===== config.mk =====
export PLATFORM = sky130hd
export DESIGN_NAME = frequency_measure_sequencer
export DESIGN_NICKNAME = d
export VERILOG_FILES = /design/src/rtl/frequency_measure_sequencer.sv
export SDC_FILE = /design/constraint.sdc
export NUM_CORES = 1
export LEC_CHECK = 0
export ABC_AREA = 1
export CORE_ASPECT_RATIO = 0.7
export CORE_MARGIN = 2
export CORE_UTILIZATION = 30
export CTS_CLUSTER_SIZE = 14
export DETAILED_ROUTE_END_ITERATION = 8
export GPL_TIMING_DRIVEN = 0
export PLACE_DENSITY = 0.48
export SLEW_MARGIN = 20
export SYNTH_ARGS = -nofsm -noshare
export SYNTH_HDL_FRONTEND = slang
export SYNTH_SLANG_ARGS = --single-unit
export TNS_END_PERCENT = 5

===== constraint.sdc =====
create_clock -name s00_axi_aclk -period 1.9 [get_ports s00_axi_aclk]
set_clock_uncertainty 0.05 [all_clocks]
set_input_delay 0.475 -clock s00_axi_aclk [delete_from_list [all_inputs] [get_ports s00_axi_aclk]]
set_output_delay 0.475 -clock s00_axi_aclk [all_outputs]
set_load 0.1 [all_outputs]

===== src/rtl/frequency_measure_sequencer.sv =====
`timescale 1ns/1ps
// frequency_measure_sequencer
// Runs one measurement cycle of the per-pixel frequency analyzer bank:
// clear -> fixed-length enable window -> settle -> snapshot -> stream out.
//
// Ports
//   s00_axi_aclk / s00_axi_aresetn : clock, async active-low reset
//   cmd_start / cmd_dump / cmd_abort / irq_ack : one-cycle command pulses
//   f_values        : analyzer outputs, word k = 2*ch + {0:f1, 1:f2}
//   analyzer_clear / analyzer_enable : analyzer bank controls
//   m_tdata / m_tvalid / m_tready / m_tlast : AXI-Stream master (dump)
//   busy    : not IDLE
//   irq     : dump completed (level, cleared by irq_ack or next command)
//   aborted : sticky, last run ended by abort
module frequency_measure_sequencer #(
  parameter int CHANNELS      = 3,
  parameter int DATA_WIDTH    = 32,
  parameter int WINDOW_CYCLES = 100000000,
  parameter int CLEAR_CYCLES  = 2,
  parameter int SETTLE_CYCLES = 2
) (
  input  logic                               s00_axi_aclk,
  input  logic                               s00_axi_aresetn,
  input  logic                               cmd_start,
  input  logic                               cmd_dump,
  input  logic                               cmd_abort,
  input  logic                               irq_ack,
  input  logic [CHANNELS*2*DATA_WIDTH-1:0]   f_values,
  output logic                               analyzer_clear,
  output logic                               analyzer_enable,
  output logic [DATA_WIDTH-1:0]              m_tdata,
  output logic                               m_tvalid,
  input  logic                               m_tready,
  output logic                               m_tlast,
  output logic                               busy,
  output logic                               irq,
  output logic                               aborted
);

  localparam int WORDS = 2 * CHANNELS;
  localparam int MAX_A = (WINDOW_CYCLES > CLEAR_CYCLES) ? WINDOW_CYCLES : CLEAR_CYCLES;
  localparam int MAX_C = (MAX_A > SETTLE_CYCLES) ? MAX_A : SETTLE_CYCLES;
  localparam int CNT_W = $clog2(MAX_C + 1);
  localparam int IDX_W = (WORDS > 1) ? $clog2(WORDS) : 1;

  // Counter reload values: a phase of N cycles counts N-1 down to 0.
  localparam logic [CNT_W-1:0] CLEAR_LOAD  = CNT_W'(CLEAR_CYCLES - 1);
  localparam logic [CNT_W-1:0] WINDOW_LOAD = CNT_W'(WINDOW_CYCLES - 1);
  localparam logic [CNT_W-1:0] SETTLE_LOAD = (SETTLE_CYCLES > 0) ? CNT_W'(SETTLE_CYCLES - 1) : '0;
  localparam logic [IDX_W-1:0] LAST_IDX    = IDX_W'(WORDS - 1);

  localparam logic [2:0] S_IDLE     = 3'd0;
  localparam logic [2:0] S_CLEAR    = 3'd1;
  localparam logic [2:0] S_MEASURE  = 3'd2;
  localparam logic [2:0] S_SETTLE   = 3'd3;
  localparam logic [2:0] S_SNAPSHOT = 3'd4;
  localparam logic [2:0] S_DUMP     = 3'd5;

  logic [2:0]                        state_q, state_d;
  logic [CNT_W-1:0]                  cnt_q, cnt_d;
  logic [IDX_W-1:0]                  idx_q, idx_d;
  logic [WORDS-1:0][DATA_WIDTH-1:0]  shadow_q, shadow_d;
  logic                              irq_q, irq_d;
  logic                              aborted_q, aborted_d;
  logic                              clear_q, clear_d;
  logic                              enable_q, enable_d;
  logic                              tvalid_q, tvalid_d;
  logic                              tlast_q, tlast_d;
  logic [DATA_WIDTH-1:0]             tdata_q, tdata_d;
  logic                              busy_q, busy_d;

  always_comb begin
    state_d   = state_q;
    cnt_d     = cnt_q;
    idx_d     = idx_q;
    shadow_d  = shadow_q;
    irq_d     = irq_q;
    aborted_d = aborted_q;

    // Ack is applied first so that a same-cycle completion below wins.
    if (irq_ack) irq_d = 1'b0;

    if (cmd_abort && (state_q != S_IDLE)) begin
      state_d   = S_IDLE;
      aborted_d = 1'b1;
    end else begin
      case (state_q)
        S_IDLE: begin
          if (cmd_start) begin
            state_d   = S_CLEAR;
            cnt_d     = CLEAR_LOAD;
            irq_d     = 1'b0;
            aborted_d = 1'b0;
          end else if (cmd_dump) begin
            state_d   = S_SNAPSHOT;
            irq_d     = 1'b0;
            aborted_d = 1'b0;
          end
        end
        S_CLEAR: begin
          if (cnt_q == '0) begin
            state_d = S_MEASURE;
            cnt_d   = WINDOW_LOAD;
          end else begin
            cnt_d = cnt_q - 1'b1;
          end
        end
        S_MEASURE: begin
          if (cnt_q == '0) begin
            state_d = (SETTLE_CYCLES > 0) ? S_SETTLE : S_SNAPSHOT;
            cnt_d   = SETTLE_LOAD;
          end else begin
            cnt_d = cnt_q - 1'b1;
          end
        end
        S_SETTLE: begin
          if (cnt_q == '0) state_d = S_SNAPSHOT;
          else             cnt_d   = cnt_q - 1'b1;
        end
        S_SNAPSHOT: begin
          shadow_d = f_values;
          idx_d    = '0;
          state_d  = S_DUMP;
        end
        S_DUMP: begin
          // m_tvalid is high for the whole DUMP state, so ready alone is the handshake.
          if (m_tready) begin
            if (idx_q == LAST_IDX) begin
              state_d = S_IDLE;
              irq_d   = 1'b1;
            end else begin
              idx_d = idx_q + 1'b1;
            end
          end
        end
        default: state_d = S_IDLE;
      endcase
    end

    // Outputs are decoded from next state so they come straight off flops.
    clear_d  = (state_d == S_CLEAR);
    enable_d = (state_d == S_MEASURE);
    tvalid_d = (state_d == S_DUMP);
    tlast_d  = tvalid_d && (idx_d == LAST_IDX);
    tdata_d  = tvalid_d ? shadow_d[idx_d] : '0;
    busy_d   = (state_d != S_IDLE);
  end

  always_ff @(posedge s00_axi_aclk or negedge s00_axi_aresetn) begin
    if (!s00_axi_aresetn) begin
      state_q   <= S_IDLE;
      cnt_q     <= '0;
      idx_q     <= '0;
      shadow_q  <= '0;
      irq_q     <= 1'b0;
      aborted_q <= 1'b0;
      clear_q   <= 1'b0;
      enable_q  <= 1'b0;
      tvalid_q  <= 1'b0;
      tlast_q   <= 1'b0;
      tdata_q   <= '0;
      busy_q    <= 1'b0;
    end else begin
      state_q   <= state_d;
      cnt_q     <= cnt_d;
      idx_q     <= idx_d;
      shadow_q  <= shadow_d;
      irq_q     <= irq_d;
      aborted_q <= aborted_d;
      clear_q   <= clear_d;
      enable_q  <= enable_d;
      tvalid_q  <= tvalid_d;
      tlast_q   <= tlast_d;
      tdata_q   <= tdata_d;
      busy_q    <= busy_d;
    end
  end

  assign analyzer_clear  = clear_q;
  assign analyzer_enable = enable_q;
  assign m_tvalid        = tvalid_q;
  assign m_tlast         = tlast_q;
  assign m_tdata         = tdata_q;
  assign busy            = busy_q;
  assign irq             = irq_q;
  assign aborted         = aborted_q;

endmodule


==> flow_summary.toml, run 1 <==
[outcome]
status = "finished, violations left"
violations = "negative setup slack"

[routing]
highest_layer = "met4"
avgViaCountPerCell = 4.74
drt-total-wl_um = 50600
drt-pass1-iter-count = 5
drc = 0
met3_length_um = 2950
wl_met1_um = 24600
drt_iter0_drc = 1061
post_drt_wl_per_cell_um = 18.8
ant_nets = 0
dr_wl_met2_um = 21900
dr_total_vias = 12800

[critical_path]
cp_max_fo = 4
setup.worst_path.start = "idx_q[1]"
r2r-end = "m_tdata[30]"
critPathLaunchType = "flip-flop"
rr_worst_depth = 13
required_ps = 2360
reg2reg_from = "idx_q[1]"
cp-end-kind = "flip-flop"
rrSetupSlack_ps = -170
cp_data_arrival_time_ps = 2530
endpoint = "m_tdata[30]"
criticalPathCategory = "flip-flop to flip-flop"

[placement]
place_ws_ps = -1080
gp_congestion = 0.918
placed_cells_incl_taps = 2581
dp_hpwl_um = 37800
place_area_mm2 = 0.0164
portBuffers = 237

[global_route]
grt_pass1_vias = 12800
grt_pass1_wl_um = 77000
grt_usage_pct = 22.1
grt_overflow = 0
grt_start_max_net_pins = 91
grt_antenna_before_repair = 2

[power]
leakage_nw = 9.54
ir_drop_mv = 1.40
p_total_mw = 34.2
powerDensity_mw_per_mm2 = 1820

[sta]
tightest_slew_ps = 503
finalWorstSetupSlack_ps = -171
slew_violations = 0
fmax_mhz = 483
fin_crit_sh_pct = 109
fin_crit_ps = 2070
rsz0062_at_grt = "true"
finalSetupViolCount = 60
max_slew_margin_pct = 66.7
hold_viol = 0
fin_setup_tns_ps = -6080
whs_ps = 285

[floorplan]
dieHeight_um = 180
dieArea_mm2 = 0.0459
row_count = 64
ios = 238
initial_utilization_pct = 30.3
die_w_um = 255
core-area_mm2 = 0.0436

[clock_network]
clockBufferDepth = 3
root_buffer = "clkbuf_16"
h-tree-depth = 1
cts_sinks = 264
cts.reportedPaths.clkPinSlew_ps = 60
numCtsBuffers = 30
clock_latency_ps = 580
cts_tree = "yes"

[layout]
final_core_util_pct = 43.1
areaGrowthSynthToFinish_pct = 42.0
final_design_area_no_fill_mm2 = 0.0188
finalNetCount = 2276
layout-drive-gt1-share_pct = 20.0
layout.cells.non_filler = 2693
fillCellCount = 4455

[logic_synthesis]
synth_area_leaders = "dfrtp_1, nand2_1, nand3_1, nor2_1, o21ai_1"
synth-main-ff-cell = "dfrtp_1"
ys_types = 36
avgSynthCellArea_um2 = 7.58
syn-cell-area_mm2 = 0.0132
yosysTopAreaCell = "dfrtp_1"
synthArstFlopShare_pct = 100
synth-seq-cells = 264
ys_warn_count = 0
synth_edf_count = 0
seq_area_frac_synth_pct = 49.9
synth_cells = 1747
synth_top_area_share_pct = 49.9
synth_nets = 1950

[worst_hold_path]
hold_path_class = "input port to async pin"

[flow_run]
cap_violations = 0
Yosys cell counts, drive strengths merged (2+ instances only):
library cell and n:
inv 116, nand4 7, xor2 10, nor3 9, dfrtp 264, nor2 141, clkinv 7, buf 98
nand3 319, o21ai 112, nand2 631, nor3b 3, a22oi 2, a21oi 4, clkbuf 11, o22ai 4
ha 4
worst max-delay path, cell delays in order (launching register included):
cell and delay, ps:
dfrtp_1 410, buf_4 140, buf_4 120, ha_1 160, nand2_1 80, o21ai_0 80
nand2_1 80, nand2_2 90, a21boi_4 300, buf_6 160, nand3_2 110, nand2_2 100
inv_1 50, nor2_2 90
worst min-delay path by stage:
stage,startpoint,cells after the start,slack [ps],end
after floorplan,s00_axi_aresetn,0,130,aborted
after global placement,shadow_q[178],2,400,shadow_q[178]
after detailed placement,s00_axi_aresetn,1,290,shadow_q[101]
after CTS,s00_axi_aresetn,2,270,shadow_q[101]
after global routing,s00_axi_aresetn,2,300,shadow_q[101]
final,s00_axi_aresetn,2,290,shadow_q[101]
power breakdown:
group / total (mW) / leakage (nW) / internal, mW / switching, mW
registers: 8.90 / 3.31 / 8.01 / 0.887
logic: 18.9 / 5.70 / 6.45 / 12.5
clock network: 6.34 / 0.530 / 3.82 / 2.53
state kept, by name, indices dropped and copies added, names as in the netlist, 3 cells and up:
signal	cells
cnt_q	27
shadow_q	192
idx_q	3
state_q	3
m_tdata	32
layout by cell type, fill, tap and decap left out, drive strengths merged:
| master | synthesis | layout |
|---|---|---|
| o21bai | 1 | 1 |
| nand4 | 7 | 7 |
| dlygate4sd2 | 0 | 1 |
| inv | 116 | 115 |
| xor2 | 10 | 10 |
| dlygate4sd3 | 0 | 1 |
| o22ai | 4 | 4 |
| a22oi | 2 | 2 |
| a31oi | 1 | 1 |
| clkbuf | 11 | 63 |
| dfrtp | 264 | 264 |
| bufinv | 0 | 4 |
| ha | 4 | 4 |
| bufbuf | 0 | 1 |
| and3 | 1 | 1 |
| nand3 | 319 | 319 |
| buf | 98 | 182 |
| nor3b | 3 | 3 |
| a21oi | 4 | 4 |
| nor2 | 141 | 141 |
| clkdlybuf4s50 | 0 | 196 |
| a21boi | 1 | 1 |
| clkinv | 7 | 16 |
| nor3 | 9 | 9 |
| o211ai | 1 | 1 |
| diode | 0 | 2 |
| clkinvlp | 0 | 3 |
| nand2 | 631 | 631 |
| o21ai | 112 | 112 |
kinds of logic (layout without fill, tap and decap cells):
logic type | count (synthesis) | count (layout) | synth area share [%]
simple gates | 1111 | 1111 | 35.8
compound gates | 126 | 126 | 4.90
flops | 264 | 264 | 49.9
xor+xnor | 10 | 10 | 0.661
other cells | 0 | 2 | 0
fa+ha+maj | 4 | 4 | 0.378
buf+inv | 232 | 582 | 8.40
final cells by class:
cell class | instances | area [um^2] | area share, %
diodes | 2 | 5.00 | 0.0266
plain buffers | 108 | 1030 | 5.48
clock buffers | 41 | 893 | 4.75
clock inverters | 15 | 183 | 0.971
inverters | 123 | 474 | 2.52
multi-input cells | 1251 | 5990 | 31.9
flip-flops and latches | 264 | 6620 | 35.2
well taps | 594 | 743 | 3.95
repair buffers | 295 | 2870 | 15.2
layer usage:
metal  track usage (%)  vias up
met5                 0        -
li1                  -     6237
met3              3.78       61
met1              32.9     6115
met4              5.29        0
met2              33.1      361
what timing repair did:
item | in CTS | in global routing
setup endpoints to repair | 108 | 70
resized for setup | 379 | 119
pin swaps | 29 | 35
gates cloned | 3 | 3
hold buffers | 1 | 0
buffers inserted | 32 | 16
endpoints found under the hold margin | 28 | 0
No activity file was read; power rests on OpenSTA's default activity.
==> run 2: changes to the inputs <==
--- a/config.mk
+++ b/config.mk
@@ -6,15 +6,16 @@
 export NUM_CORES = 1
 export LEC_CHECK = 0
 export ABC_AREA = 1
-export CORE_ASPECT_RATIO = 0.7
+export CORE_ASPECT_RATIO = 1.75
 export CORE_MARGIN = 2
 export CORE_UTILIZATION = 30
 export CTS_CLUSTER_SIZE = 14
 export DETAILED_ROUTE_END_ITERATION = 8
 export GPL_TIMING_DRIVEN = 0
 export PLACE_DENSITY = 0.48
+export RECOVER_POWER = 100
 export SLEW_MARGIN = 20
 export SYNTH_ARGS = -nofsm -noshare
 export SYNTH_HDL_FRONTEND = slang
 export SYNTH_SLANG_ARGS = --single-unit
-export TNS_END_PERCENT = 5
+export TNS_END_PERCENT = 20
==> flow_summary.toml, run 2 (synthesis results as in run 1) <==
[outcome]
status = "finished, violations left"
violations = "negative setup slack"

[global_route]
grt_start_max_net_pins = 88
grt_pass1_wl_um = 79000
grt_antenna_before_repair = 1
grt_pass1_vias = 13400
grt_overflow = 0
grt_usage_pct = 22.8

[routing]
ant_nets = 0
post_drt_wl_per_cell_um = 19.8
drc = 0
drt-pass1-iter-count = 4
avgViaCountPerCell = 4.74
drt-total-wl_um = 53300
dr_total_vias = 12700
drt_iter0_drc = 640

[clock_network]
root_buffer = "clkbuf_16"
cts_sinks = 264
clockBufferDepth = 3
cts_tree = "yes"
cts.reportedPaths.clkPinSlew_ps = 60
h-tree-depth = 1
numCtsBuffers = 28
clock_latency_ps = 560

[sta]
slew_violations = 0
fin_setup_tns_ps = -4710
fin_crit_sh_pct = 109
rsz0062_at_grt = "true"
tightest_slew_ps = 901
fmax_mhz = 481
fin_crit_ps = 2080
hold_viol = 0
finalWorstSetupSlack_ps = -180
max_slew_margin_pct = 39.9
finalSetupViolCount = 51

[floorplan]
initial_utilization_pct = 30.5
dieHeight_um = 282
core-area_mm2 = 0.0435
row_count = 101
ios = 238
dieArea_mm2 = 0.0459
die_w_um = 163

[placement]
dp_hpwl_um = 39600
portBuffers = 237
gp_congestion = 0.909
place_area_mm2 = 0.0164

[critical_path]
critPathLaunchType = "flip-flop"
criticalPathCategory = "flip-flop to flip-flop"
cp-end-kind = "flip-flop"
required_ps = 2290
cp_max_fo = 8
cp_data_arrival_time_ps = 2470

[worst_hold_path]
hold_path_class = "input port to async pin"

[layout]
layout_common_cells = "nand2_1, nand3_1, dfrtp_1"
top_register = "shadow_q"
finalNetCount = 2304
largest_reg_flops = 192
antenna_cells = 0
final_common_cell = "nand2_1"
final_design_area_no_fill_mm2 = 0.0195
areaGrowthSynthToFinish_pct = 47.0
layout-drive-gt1-share_pct = 23.1

[power]
power_frac_comb_pct = 57.5
powerDensity_mw_per_mm2 = 1780
ir_drop_mv = 1.09
switching_share_pct = 46.7
intPower_mw = 18.5
power.share.sequential_pct = 25.8
power_switching_mw = 16.2
power_frac_clock_pct = 16.7
leakage_nw = 9.79

[flow_run]
cap_violations = 0
==> run 2: worst max-delay path, stage by stage, from the launching register on <==
cell	delay, ps
dfrtp_1	360
buf_6	150
buf_6	120
nand2_1	80
nor2_4	140
nand2_4	70
nand2_4	100
nand2_8	100
buf_12	170
buf_8	130
nand2_1	60
nand3_2	130
nand2_2	110
nand2_2	60
nand2_1	70
nor2_1	50
==> run 2: repair_timing <==
action                                  in CTS  in global routing
hold endpoints to repair                    29                  0
endpoints found under the setup margin     107                 70
hold buffers                                 1                  0
pin swaps                                   59                 51
buffers inserted                            53                 21
cloned                                       7                  6
resized for setup                          473                143
==> run 2: path summary, 6_finish.rpt <==
| check | start | to | slack [ps] | cells after the start |
|---|---|---|---|---|
| worst max-delay path | state_q[2] | m_tdata[18] | -180 | 15 |
| worst min-delay path | s00_axi_aresetn | shadow_q[69] | 300 | 2 |
| worst max register to register | state_q[2] | m_tdata[18] | -180 | 15 |
| worst min register to register | shadow_q[178] | shadow_q[178] | 420 | 2 |
| max in group asynchronous | s00_axi_aresetn | idx_q[0] | 90 | 4 |
| min in group s00_axi_aclk | shadow_q[178] | shadow_q[178] | 420 | 2 |
==> run 2: power groups by stage <==
stage                     clock network [mW]  logic [mW]  registers (mW)
final                                   5.80        20.0            8.93
after global routing                    6.13        21.8            9.14
after CTS                               5.90        18.2            8.89
after detailed placement                   0        16.0            8.97
after global placement                     0        15.9            8.98
after floorplan                            0        9.20            10.9
==> run 2: metal layers <==
layer  up-vias  track usage (%)  part of all wire (%)
li1       6287                -                     -
met1      6079             24.8                    37
met2       287             44.6                    55
met3        87             2.52                   3.6
met4         2             8.71                   4.1
met5         -                0                 0.024
==> run 2: metrics by stage <==
step           power [mW]  hold slack, ps  utilization [%]  worst slack (ps)  instances
5_1_grt              37.1             320             44.8              -252       2689
6_report             34.7             303             44.8              -180       2689
2_1_floorplan        20.1             129                -              88.0       1747
3_3_place_gp         24.9             396             37.5            -12000       2550
4_1_cts              33.0             318             43.0              -114       2662
3_5_place_dp         25.0             310             37.7             -1110       2553
==> run 2: layout make-up <==
class	count	area, um^2
timing repair buffer	325	3250
buffer	106	1160
sequential	264	6620
inverter	123	487
tap	566	708
fill	4428	24000
multi-input combinational	1253	6280
clock buffer	38	810
clock inverter	14	148
==> run 3: changes to the inputs <==
--- a/config.mk
+++ b/config.mk
@@ -14,7 +14,6 @@
 export GPL_TIMING_DRIVEN = 0
 export PLACE_DENSITY = 0.48
 export RECOVER_POWER = 100
-export SLEW_MARGIN = 20
 export SYNTH_ARGS = -nofsm -noshare
 export SYNTH_HDL_FRONTEND = slang
 export SYNTH_SLANG_ARGS = --single-unit
==> flow_summary.toml, run 3 (synthesis results as in run 1) <==
[outcome]
status = "finished, violations left"
violations = "negative setup slack"

[routing]
avgViaCountPerCell = 4.76
ant_nets = 0
drc = 0
drt-pass1-iter-count = 5
post_drt_wl_per_cell_um = 19.7
dr_total_vias = 12700
drt-total-wl_um = 52600
drt_iter0_drc = 568

[global_route]
grt_usage_pct = 22.5
grt_pass1_wl_um = 77400
grt_overflow = 0
grt_pass1_vias = 13100
grt_start_max_net_pins = 98
grt_antenna_before_repair = 0

[critical_path]
critPathLaunchType = "flip-flop"
rr_worst_depth = 15
required_ps = 2300
cp_max_fo = 7
rrSetupSlack_ps = -160
cp-end-kind = "flip-flop"
cp_data_arrival_time_ps = 2470
criticalPathCategory = "flip-flop to flip-flop"

[sta]
slew_violations = 0
whs_ps = 416
finalSetupViolCount = 44
finalWorstSetupSlack_ps = -164
fin_setup_tns_ps = -4890
tightest_slew_ps = 677
rsz0062_at_grt = "true"
fin_crit_sh_pct = 109
fmax_mhz = 484
hold_viol = 0
max_slew_margin_pct = 54.8
fin_crit_ps = 2060

[clock_network]
cts.reportedPaths.clkPinSlew_ps = 60
clock_latency_ps = 560
cts_sinks = 264
clockBufferDepth = 3
h-tree-depth = 1
cts_tree = "yes"
root_buffer = "clkbuf_16"
numCtsBuffers = 28

[floorplan]
core-area_mm2 = 0.0435
dieArea_mm2 = 0.0459
initial_utilization_pct = 30.5
row_count = 101
die_w_um = 163
ios = 238
dieHeight_um = 282

[power]
p_total_mw = 34.5
power_frac_comb_pct = 56.7
ir_drop_mv = 1.11
power.share.sequential_pct = 25.9
leakage_nw = 9.71
intPower_mw = 18.5
power_switching_mw = 15.9
power_frac_clock_pct = 17.4
switching_share_pct = 46.2
powerDensity_mw_per_mm2 = 1800

[layout]
areaGrowthSynthToFinish_pct = 44.7
final_design_area_no_fill_mm2 = 0.0192
antenna_cells = 0
top_register = "shadow_q"
finalNetCount = 2291
largest_reg_flops = 192
final_common_cell = "nand2_1"
layout-drive-gt1-share_pct = 21.6
layout_common_cells = "nand2_1, nand3_1, dfrtp_1"

[worst_hold_path]
hold_path_class = "flip-flop to flip-flop"
hold_depth = 2

[flow_run]
cap_violations = 0

[placement]
portBuffers = 237
dp_hpwl_um = 39500
gp_congestion = 0.909
place_area_mm2 = 0.0164
==> run 3: cell count changes in the layout (fill, tap and decap cells not counted), moves of 8 or more <==
cell	previous run	this run
nand3_1	278	286
nand2_1	573	581
buf_12	20	12
nand2_2	42	33
nor2_4	25	16
nor2_2	13	26
==> run 3: path summary, 6_finish.rpt <==
kind,from,endpoint
min in group asynchronous,s00_axi_aresetn,shadow_q[68]
setup reg to reg,idx_q[0],m_tdata[18]
max in group asynchronous,s00_axi_aresetn,idx_q[0]
hold / removal,shadow_q[184],shadow_q[184]
hold reg to reg,shadow_q[184],shadow_q[184]
setup / recovery,idx_q[0],m_tdata[18]
==> run 3: power by group through the flow <==
stage,registers (mW),clock network [mW],logic [mW]
6_report,8.91,6.01,19.5
5_1_grt,9.12,6.32,21.3
4_1_cts,8.90,6.12,18.1
3_5_place_dp,8.97,0,16.0
3_3_place_gp,8.98,0,15.9
2_1_floorplan,10.9,0,9.20
==> run 3: worst max-delay path, stage by stage, from the launching register on <==
cell and delay [ps]:
dfrtp_2 450, ha_4 180, nand2_4 60, nand2_4 70, inv_4 70, nand2_2 60, nand2_4 100, nand2_8 110
buf_12 170, buf_8 130, nand2_1 70, nand3_2 140, nand2_1 110, nand2_2 60, nand2_1 70, nor2_1 50
==> run 3: final cells by class <==
class,instances,area (um^2)
tap,566,708
timing repair buffer,311,3030
fill,4479,24300
sequential,264,6610
clock buffer,45,906
multi-input combinational,1252,6170
inverter,123,487
clock inverter,6,105
buffer,108,1140
==> run 3: what timing repair did <==
action	4_1_cts	5_1_grt
resized for setup	438	130
cloned	7	3
pin swaps	46	50
endpoints found under the hold margin	76	0
buffers inserted	43	19
hold buffers	1	0
setup endpoints to repair	107	69
==> run 3: per-stage QoR <==
stage | instances | utilization (%) | worst slack, ps
finish | 2675 | 44.1 | -164
global route | 2675 | 44.1 | -260
CTS | 2653 | 42.6 | -133
detailed placement | 2552 | 37.7 | -1110
global placement | 2550 | 37.5 | -12000
floorplan | 1747 | - | 88.0
==> run 3: routing by layer <==
metal	track usage [%]	part of all wire, %
met1	24.1	36
met2	43.1	55
met3	3.02	4.7
met4	10.7	5.1
met5	0	0
